File: src/rtl/sobol_seq_ctrl.sv
// sobol_seq_ctrl: walks (path, dim) indices in path-major order into a combinational
// Sobol core and registers each result onto a valid/ready stream. Macro SOBOL_SKIP_ZERO_EN starts at path 1.
module sobol_seq_ctrl #(
  parameter int M  = 50,
  parameter int PW = 32
) (
  input  logic                 clk,
  input  logic                 rst,
  input  logic                 start,
  input  logic                 abort,
  input  logic [PW-1:0]        num_paths,
  output logic [31:0]          sob_n,
  output logic [$clog2(M)-1:0] sob_dim,
  input  logic [31:0]          sob_value,
  output logic                 out_valid,
  input  logic                 out_ready,
  output logic [31:0]          out_data,
  output logic [PW-1:0]        out_path,
  output logic [$clog2(M)-1:0] out_dim,
  output logic                 out_last,
  output logic                 busy,
  output logic                 done
);

  localparam int DW = $clog2(M);
`ifdef SOBOL_SKIP_ZERO_EN
  localparam logic [PW:0] P0 = (PW+1)'(1);
`else
  localparam logic [PW:0] P0 = '0;
`endif
  localparam logic [DW-1:0] DIM_LAST = DW'(M-1);

  typedef enum logic [1:0] {IDLE, RUN, DONE} state_t;

  state_t        state, state_nxt;
  // One bit wider than num_paths so the post-final increment to P0+num_paths cannot wrap.
  logic [PW:0]   path_q;
  logic [PW:0]   last_path_q;
  logic [PW:0]   last_path_calc;
  logic [DW-1:0] dim_q;
  logic          exhausted_q;
  logic          load;
  logic          accept;
  logic          is_final;

  assign last_path_calc = P0 + {1'b0, num_paths} - (PW+1)'(1);
  assign is_final       = (path_q == last_path_q) && (dim_q == DIM_LAST);
  assign load           = (state == RUN) && !exhausted_q && (!out_valid || out_ready);
  assign accept         = out_valid && out_ready;

  assign sob_dim = dim_q;
  generate
    if (PW >= 32) begin : g_n_trunc
      assign sob_n = path_q[31:0];
    end else begin : g_n_ext
      assign sob_n = {{(32-PW){1'b0}}, path_q[PW-1:0]};
    end
  endgenerate

  assign busy = (state == RUN);
  assign done = (state == DONE);

  // NOTE: sequential state uses non-blocking assignments so every register samples pre-edge values.
  always_ff @(posedge clk or posedge rst) begin
    if (rst) state <= IDLE;
    else     state <= state_nxt;
  end

  // NOTE: next state defaults to the current state first, so no path through the block infers a latch.
  always_comb begin
    state_nxt = state;
    case (state)
      IDLE: begin
        if (start) state_nxt = (num_paths == '0) ? DONE : RUN;
      end
      RUN: begin
        if (abort)                  state_nxt = IDLE;
        else if (accept && out_last) state_nxt = DONE;
      end
      DONE:    state_nxt = IDLE;
      default: state_nxt = IDLE;
    endcase
  end

  always_ff @(posedge clk or posedge rst) begin
    if (rst) begin
      path_q      <= P0;
      last_path_q <= P0;
      dim_q       <= '0;
      exhausted_q <= 1'b0;
      out_valid   <= 1'b0;
      out_data    <= '0;
      out_path    <= '0;
      out_dim     <= '0;
      out_last    <= 1'b0;
    end else begin
      if (state == IDLE && start) begin
        path_q      <= P0;
        dim_q       <= '0;
        exhausted_q <= 1'b0;
        last_path_q <= last_path_calc;
      end

      if (state == RUN) begin
        if (abort) begin
          out_valid <= 1'b0;
          out_last  <= 1'b0;
        end else if (load) begin
          out_valid <= 1'b1;
          out_data  <= sob_value;
          out_path  <= path_q[PW-1:0];
          out_dim   <= dim_q;
          out_last  <= is_final;
          if (is_final) exhausted_q <= 1'b1;
          if (dim_q == DIM_LAST) begin
            dim_q  <= '0;
            path_q <= path_q + (PW+1)'(1);
          end else begin
            dim_q  <= dim_q + DW'(1);
          end
        end else if (accept) begin
          out_valid <= 1'b0;
        end
      end
    end
  end

endmodule
File: config.mk
export PLATFORM = sky130hd
export DESIGN_NAME = sobol_seq_ctrl
export DESIGN_NICKNAME = d
export VERILOG_FILES = /design/src/rtl/sobol_seq_ctrl.sv
export SDC_FILE = /design/constraint.sdc
export NUM_CORES = 1
export LEC_CHECK = 0
export ABC_AREA = 1
export CAP_MARGIN = 10
export CELL_PAD_IN_SITES_DETAIL_PLACEMENT = 1
export CELL_PAD_IN_SITES_GLOBAL_PLACEMENT = 2
export CORE_ASPECT_RATIO = 1.4
export CORE_MARGIN = 2
export CORE_UTILIZATION = 26
export CTS_CLUSTER_SIZE = 40
export DETAILED_ROUTE_END_ITERATION = 8
export GPL_TIMING_DRIVEN = 1
export PLACE_DENSITY = 0.75
export SYNTH_ARGS = -nofsm -noshare
export SYNTH_HDL_FRONTEND = slang
export SYNTH_SLANG_ARGS = --single-unit
File: constraint.sdc
create_clock -name clk -period 4.6 [get_ports clk]
set_input_delay 0.92 -clock clk [delete_from_list [all_inputs] [get_ports clk]]
set_output_delay 0.92 -clock clk [all_outputs]
set_load 0.05 [all_outputs]
Yosys cells after proc, flatten, opt, wreduce, memory -nomap -nowiden

Cells that the tools add are included.

Flip-flop bits (word level): 147
Bits in read-only memories: 0
Bits in latches: 0
Word-level logic and storage cells: 62
Output and inout bits: 112
Memories kept: 0
RAM bits: 0
Input bits: 69

Divide/modulo/power cells: 0
Shifts and indexed selects: 0
$mul: 0
Order comparisons: 0
Mux-type cells: 25
Equality and inequality tests: 6
Bitwise logic cells: 1
Reductions and logical operators: 17
$add $sub $neg: 3

Operators by type and width:

| kind                                                                 | number |
|---|---|
| 33-bit two-way mux                                                   | 5 |
| 33-bit by 1-bit adder with 33-bit output, second input constant      | 1 |
| 33-bit == test                                                       | 1 |
| 32-bit by 1-bit subtractor with 33-bit output, second input constant | 1 |
| 32-bit logical NOT                                                   | 1 |
| 6-bit two-way mux                                                    | 5 |
| 1-bit two-way mux                                                    | 10 |
| 2-bit two-way mux                                                    | 4 |
| 6-bit by 1-bit adder with 6-bit output, second input constant        | 1 |
| 6-bit == test, second input constant                                 | 1 |
| 1-bit logical AND                                                    | 6 |
| 2-bit AND reduction                                                  | 3 |
| 2-bit one-hot mux with 2 select lines                                | 1 |
| 3-bit by 2-bit != test with 1-bit output, second input constant      | 1 |
| 3-bit AND reduction                                                  | 1 |
| 3-bit nonzero test                                                   | 1 |
| 2-bit by 1-bit == test with 1-bit output, second input constant      | 1 |
| 2-bit == test, second input constant                                 | 1 |
| 1-bit logical NOT                                                    | 2 |
| 2-bit logical NOT                                                    | 1 |
| 2-bit != test, second input constant                                 | 1 |
| 2-bit nonzero test                                                   | 1 |
| 1-bit logical OR                                                     | 1 |
| 1-bit NOT                                                            | 1 |

Depth between registers and ports, before layout

Gate-level depths: netlist of run 1.

Depth after elaboration: 7
Mapped depth: 12
Mapped depth without buffers: 12

Least setup slack after synthesis of run 1

OpenSTA, ideal clock, no wires.

Path kind: input-to-reg
Start: input num_paths[0]
End: register last_path_q[28]
Arrival time: 1.932 ns
Path buffers: 0
Slack: 2.542 ns
Required time: 4.474 ns
Stages: 9
Setup time: 0.126 ns
Cells stage by stage: inv_1 -> ha_1 -> nand2_1 -> inv_1 -> nand3_1 -> nor2_1 -> or2_2 -> nand3_1 -> o21ai_0

Cells in the longest elaborated chain, start to end: 1

RTL lines:

| item                                          | line | source |
|---|---|---|
| from (decl)                                   | 11   | `input logic [PW-1:0] num_paths,` |
| 32-bit by 1-bit subtractor with 33-bit output | 46   | `assign last_path_calc = P0 + {1'b0, num_paths} - (PW+1)'(1);` |
| to (signal assigned)                          | 101  | `last_path_q <= last_path_calc;` |
| to (decl)                                     | 38   | `logic [PW:0] last_path_q;` |

Every way passes these cells.
A chain may end at the register's enable or synchronous reset.

Final worst setup path of run 1

Start: register path_q[24]
End: output sob_n[24]

RTL lines:

| item                   | line | source |
|---|---|---|
| from (decl)            | 37   | `logic [PW:0] path_q;` |
| from (signal assigned) | 117  | `path_q <= path_q + (PW+1)'(1);` |
| to (decl)              | 12   | `output logic [31:0] sob_n,` |

No word-level cell between the ends.

==> reports/metrics.yaml, run 1 <==
htree_levels: 4
p_leak_nw: 4.71
first_global_vias: 7730
dp_cells: 1603
p_clk_share_pct: 31.1
drv_slew: 0
comb_power_share_pct: 34.0
postRouteAntennaNets: 0
wl_per_cell_um: 15.9
p_seq_share_pct: 34.9
cp.required_ns: 3.68
synth.top_cell.area_share_pct: 45.9
synth.cells.most_frequent: "381 x nand2_1, 147 x dfrtp_1, 132 x nor2_1, 102 x inv_1, 76 x o21ai_0"
final_core_util_pct: 34.9
clock_path_buffers: 2
grt_max_degree: 82
synth-edff-count: 0
worst_hold_path_type: "flip-flop to flip-flop"
grt_pass1_wl_um: 42400
final_cells: 1635
synth-seq-area-share_pct: 45.9
tightest_slew_ns: 0.631
critical-path-max-stage-delay_ns: 0.91
cts-buffers-inserted: 17
rsz0062_at_grt: "no"
wirelength_um: 26100
ys_top_cells_by_area: "dfrtp_1 46%, nand2_1 18%, nor2_1 6.2%"
multi_input_area_um2: 3540
crit_path_start_kind: "flip-flop"
period_share_pct: 61.5
cts_root_buffer: "clkbuf_16"
synth_cell_types: 34
drtIter0Drc: 276
vias: 7288
start_util_pct: 26.3
period_minus_slack_ns: 2.83
p_sw_mw: 1.91
areaGrowthSynthToFinish_pct: 32.8
io_pins: 181
swShare_pct: 37.4
synthArstFlopShare_pct: 100
hold_path_end: "out_data[26]"
fmax_mhz: 354
skew_ns: 0.00848
crit_type: "flip-flop to output pin"
outcome: "finished clean"
cp-end-kind: "output pin"
post_drt_via_cell_ratio: 4.46
fp-row-count: 76
r2r-start: "sob_dim[0]"
grt_usage_pct: 16.7
vdd_drop_max_uv: 232
hold_buffers: 0
path_cells: "clkdlybuf4s50_1"
drive_above_1_share_pct: 4.82
clock-sinks: 147
slew_headroom_pct: 57.9
synth_top_cell_by_area: "dfrtp_1"
die-area_um2: 32300
core_area_um2: 30500
diodes: 0
fill_cells: 3729
yosys_warnings: 0
place_congestion: 0.791
post-route-drc-count: 0
cp_top_family: "buffers and inverters"
cp_num_buf_inv: 1
insertion_delay_ns: 0.43
synth_top_flop_cell: "dfrtp_1"
die_height_um: 212
cts_tree: "yes"
antenna_found_initial: 0
portBuffers: 180
dr.pass1.iters: 4
p_total_mw: 5.09
hold_viol: 0
r2r-end: "path_q[11]"
final_area_um2: 10600
drv_cap: 0
hold_path.startpoint: "out_data[26]"
syn_inst: 1090
nets: 1306
die-width_um: 152
cts.repair.resized: 0
reg2reg_depth: 10
cts.clk_slew.worst_paths_ns: 0.06
grt-ovfl-total: 0
synth_area_um2: 8010
synth-seq-cells: 147
cp.arrival_ns: 1.91
yosysMostFrequentCell: "nand2_1"
critPathMaxFanout: 9
placed_area_um2: 9980
cpMaxStageDelayCell: "clkdlybuf4s50_1"
min_path_cells: 2
setup_tns_ns: 0
power_density_nw_per_um2: 478
p_int_mw: 3.19
dp_hpwl_um: 20100
avgSynthCellArea_um2: 7.35
postCtsSetupRepairBufs: 0
regArea_um2: 3680
reg2reg_slack_ns: 2.25
setup_viol: 0
syn_nets: 1164
## layout by cell type, fill, tap and decap left out, drive strengths merged
| cell | n |
|---|---|
| inv | 105 |
| dfrtp | 147 |
| nor3b | 1 |
| xor2 | 18 |
| clkbuf | 20 |
| o22ai | 6 |
| nand3 | 59 |
| clkinvlp | 2 |
| o31ai | 4 |
| nand4 | 20 |
| nor2 | 139 |
| clkinv | 4 |
| buf | 8 |
| nand2 | 383 |
| o21ai | 83 |
| o21bai | 3 |
| o21a | 1 |
| nor3 | 15 |
| ha | 5 |
| xnor2 | 21 |
| bufinv | 6 |
| a21oi | 9 |
| or2 | 2 |
| clkdlybuf4s50 | 180 |
| a31oi | 4 |
## cells by family after synthesis
kind of cell	share of synthesized area (%)
buf+inv	9.96
xor+xnor	4.26
simple gates	31.6
flops	45.9
compound gates	7.46
fa+ha+maj	0.781
## registers in the layout (all words and copies together), names as in the netlist
signal	flops
path_q	33
sob_dim	6
state	2
out_last	1
last_path_q	33
out_path	32
exhausted_q	1
out_dim	6
out_data	32
out_valid	1
## power groups by stage
stage               Combinational [mW]  Sequential (mW)  Clock [mW]
floorplan                        0.645             2.30           0
global placement                  1.73             1.79           0
detailed placement                1.76             1.80           0
CTS                               1.76             1.78        1.63
global route                      1.91             1.83        1.67
finish                            1.73             1.78        1.58
## how the worst max path moves through the flow
stage                     startpoint          end  slack [ns]  depth (start not counted)
final                     path_q[24]    sob_n[24]        1.77                          1
after CTS                 path_q[26]    sob_n[26]        1.74                          1
after floorplan                  rst  exhausted_q        1.83                          1
after global routing      path_q[24]    sob_n[24]        1.69                          1
after global placement     out_ready    out_valid        1.61                          7
after detailed placement   out_ready    out_valid        1.58                          7
## routing by layer
layer,vias up,wire [um],GRT usage [%]
met3,24,953,3.23
li1,3666,-,-
met1,3462,11300,19.7
met5,-,0,0
met2,136,13400,30.6
met4,0,414,5.06
## metrics by stage
stage,setup WS (ns),hold WS (ns)
floorplan,1.83,0.470
global placement,1.61,0.461
detailed placement,1.58,0.469
CTS,1.74,0.487
global route,1.69,0.505
finish,1.77,0.480
## worst min-delay path: cells and delay by family, from the launching register on
kind | cells | cell delay, ns
DFF | 1 | 0.34
and+or+nand+nor | 2 | 0.10
## layout make-up
type                       instances  area share, %
clock inverter                    12           2.14
sequential                       147           34.6
multi-input combinational        773           33.3
timing repair buffer             188           17.6
clock buffer                      20           4.10
tap                              390           4.59
inverter                         105           3.74
(Power assumes the default switching activity.)
==> inputs of run 2 (changes only) <==
--- a/config.mk
+++ b/config.mk
@@ -11,11 +11,11 @@
 export CELL_PAD_IN_SITES_GLOBAL_PLACEMENT = 2
 export CORE_ASPECT_RATIO = 1.4
 export CORE_MARGIN = 2
-export CORE_UTILIZATION = 26
+export CORE_UTILIZATION = 28
 export CTS_CLUSTER_SIZE = 40
 export DETAILED_ROUTE_END_ITERATION = 8
 export GPL_TIMING_DRIVEN = 1
-export PLACE_DENSITY = 0.75
+export PLACE_DENSITY = 0.77
 export SYNTH_ARGS = -nofsm -noshare
 export SYNTH_HDL_FRONTEND = slang
 export SYNTH_SLANG_ARGS = --single-unit
==> constraint.sdc (replaced) <==
create_clock -name clk -period 2.96 [get_ports clk]
set_input_delay 0.592 -clock clk [delete_from_list [all_inputs] [get_ports clk]]
set_output_delay 0.592 -clock clk [all_outputs]
set_load 0.05 [all_outputs]
==> reports/metrics.yaml, run 2 (synthesis results as in run 1) <==
largestRegisters: "last_path_q (33), path_q (33)"
die-width_um: 147  # -3.5%
htree_levels: 4  # unchanged
cpMaxStageDelayCell: "clkdlybuf4s50_1"
clock_path_buffers: 2  # unchanged
cp.required_ns: 2.37  # -1.31 ns
vdd_drop_max_uv: 264  # +14%
busiest_layer: "met2"
path_cells: "clkdlybuf4s50_1"
hold_path_end: "out_data[14]"
cp_num_buf_inv: 1  # unchanged
r2r-start: "sob_dim[1]"
period_share_pct: 84.1
cts_root_buffer: "clkbuf_16"
rsz0062_at_grt: "no"
cp.arrival_ns: 1.90  # about the same
drv_cap: 0  # unchanged
die-area_um2: 30000  # -7.0%
layout_commonest_cell: "nand2_1"
setup_viol: 0  # unchanged
nets: 1311  # +0.38%
place_ws_ns: 0.416  # -1.16 ns
start_util_pct: 28.3  # +2.0 points
critPathMaxFanout: 9  # unchanged
cts.repair.resized: 0  # unchanged
grt-ovfl-total: 0  # unchanged
areaGrowthSynthToFinish_pct: 32.2
skew_ns: 0.0122  # +0.00369 ns
place_congestion: 0.852  # +7.8%
drive_above_1_share_pct: 5.36  # +0.55 points
grt_usage_pct: 17.7  # +0.98 points
antenna_found_initial: 0  # unchanged
cts.clk_slew.worst_paths_ns: 0.06  # about the same
clock-sinks: 147  # unchanged
min_path_cells: 2  # unchanged
dr.pass1.iters: 4  # unchanged
dp_hpwl_um: 20200  # +0.33%
setup_tns_ns: 0  # unchanged
fin_ws_ns: 0.471  # -1.30 ns
cts_tree: "yes"
vias: 7319  # +0.43%
global_route.usage.met3_pct: 3.21  # -0.020 points
postCtsSetupRepairBufs: 0  # unchanged
met1_usage_pct: 21.1  # +1.3 points
core_area_um2: 28300  # -7.2%
power_density_nw_per_um2: 719  # +50%
crit_path_start_kind: "flip-flop"
post-route-drc-count: 0  # unchanged
hold_path.startpoint: "out_data[14]"
slew_headroom_pct: 57.5  # -0.36 points
p_sw_mw: 2.98  # +56%
fp-row-count: 73  # -3.9%
drv_slew: 0  # unchanged
reg2reg_depth: 11  # +1
p_int_mw: 4.64  # +46%
io_pins: 181  # unchanged
r2r-end: "path_q[9]"
met2_usage_pct: 32.0  # +1.4 points
reg2reg_slack_ns: 0.80  # -1.45 ns
cts-buffers-inserted: 17  # unchanged
outcome: "finished clean"
period_minus_slack_ns: 2.49
portBuffers: 180  # unchanged
wirelength_um: 25900  # -0.50%
first_global_vias: 7569  # -2.1%
cp_top_family: "buffers and inverters"
grt_max_degree: 82  # unchanged
grt_pass1_wl_um: 41500  # -2.1%
post_drt_via_cell_ratio: 4.51  # +1.1%
tightest_slew_ns: 0.638  # +0.00670 ns
p_clk_share_pct: 28.0  # -3.1 points
final_cell_mix: "380 x nand2_1, 180 x clkdlybuf4s50_1, 147 x dfrtp_1"
p_leak_nw: 4.70  # -0.19%
cp-end-kind: "output pin"
hold_viol: 0  # unchanged
comb_power_share_pct: 35.9  # +1.9 points
p_seq_share_pct: 36.1  # +1.2 points
hold_buffers: 0  # unchanged
critical-path-max-stage-delay_ns: 0.90  # about the same
fmax_mhz: 402
swShare_pct: 39.1  # +1.7 points
diodes: 0  # unchanged
insertion_delay_ns: 0.43  # about the same
crit_type: "flip-flop to output pin"
postRouteAntennaNets: 0  # unchanged
worst_hold_path_type: "flip-flop to flip-flop"
wl_per_cell_um: 16.0  # +0.18%
die_height_um: 204  # -3.6%
drtIter0Drc: 155  # -44%
==> run 2: worst max path at each step <==
stage	start	endpoint	slack [ns]	depth (start not counted)
floorplan	rst	exhausted_q	0.52	1
finish	path_q[24]	sob_n[24]	0.47	1
global placement	num_paths[5]	last_path_q[23]	0.45	9
global route	path_q[24]	sob_n[24]	0.37	1
CTS	path_q[24]	sob_n[24]	0.42	1
detailed placement	num_paths[5]	last_path_q[23]	0.42	9
==> run 2: area by class of cell <==
type	count	area (um^2)
Fill cell	3512	17700
Multi-Input combinational cell	773	3540
Sequential cell	147	3680
Timing Repair Buffer	193	1940
Inverter	105	398
Clock inverter	13	133
Clock buffer	18	439
Tap cell	375	469
==> run 2: metrics by stage <==
step                      instance area, um^2  std cells  utilization (%)  total power [mW]  hold WS [ns]
after floorplan                          8020       1090                -              4.58         0.470
after global placement                  10000       1593             35.4              5.51         0.461
after detailed placement                10000       1593             35.4              5.56         0.465
after CTS                               10600       1624             37.4              7.73         0.483
after global routing                    10600       1624             37.4              8.05         0.502
final                                   10600       1624             37.4              7.61         0.478
==> run 2: power by group through the flow <==
stage	Sequential (mW)	Combinational, mW	Clock [mW]
after floorplan	3.58	1.00	0
after global placement	2.78	2.73	0
after detailed placement	2.79	2.77	0
after CTS	2.76	2.78	2.19
after global routing	2.81	2.98	2.26
final	2.75	2.73	2.13
==> run 2: routing by layer <==
layer,wire (um),share of wire [%]
met3,946,3.6
met1,11000,43
met2,13400,52
met5,0,0
met4,552,2.1
==> run 2: tightest hold or removal path, delay by kind of cell, from the launching register on <==
family           cells  cell delay, ns
DFF                  1            0.34
and+or+nand+nor      2            0.10
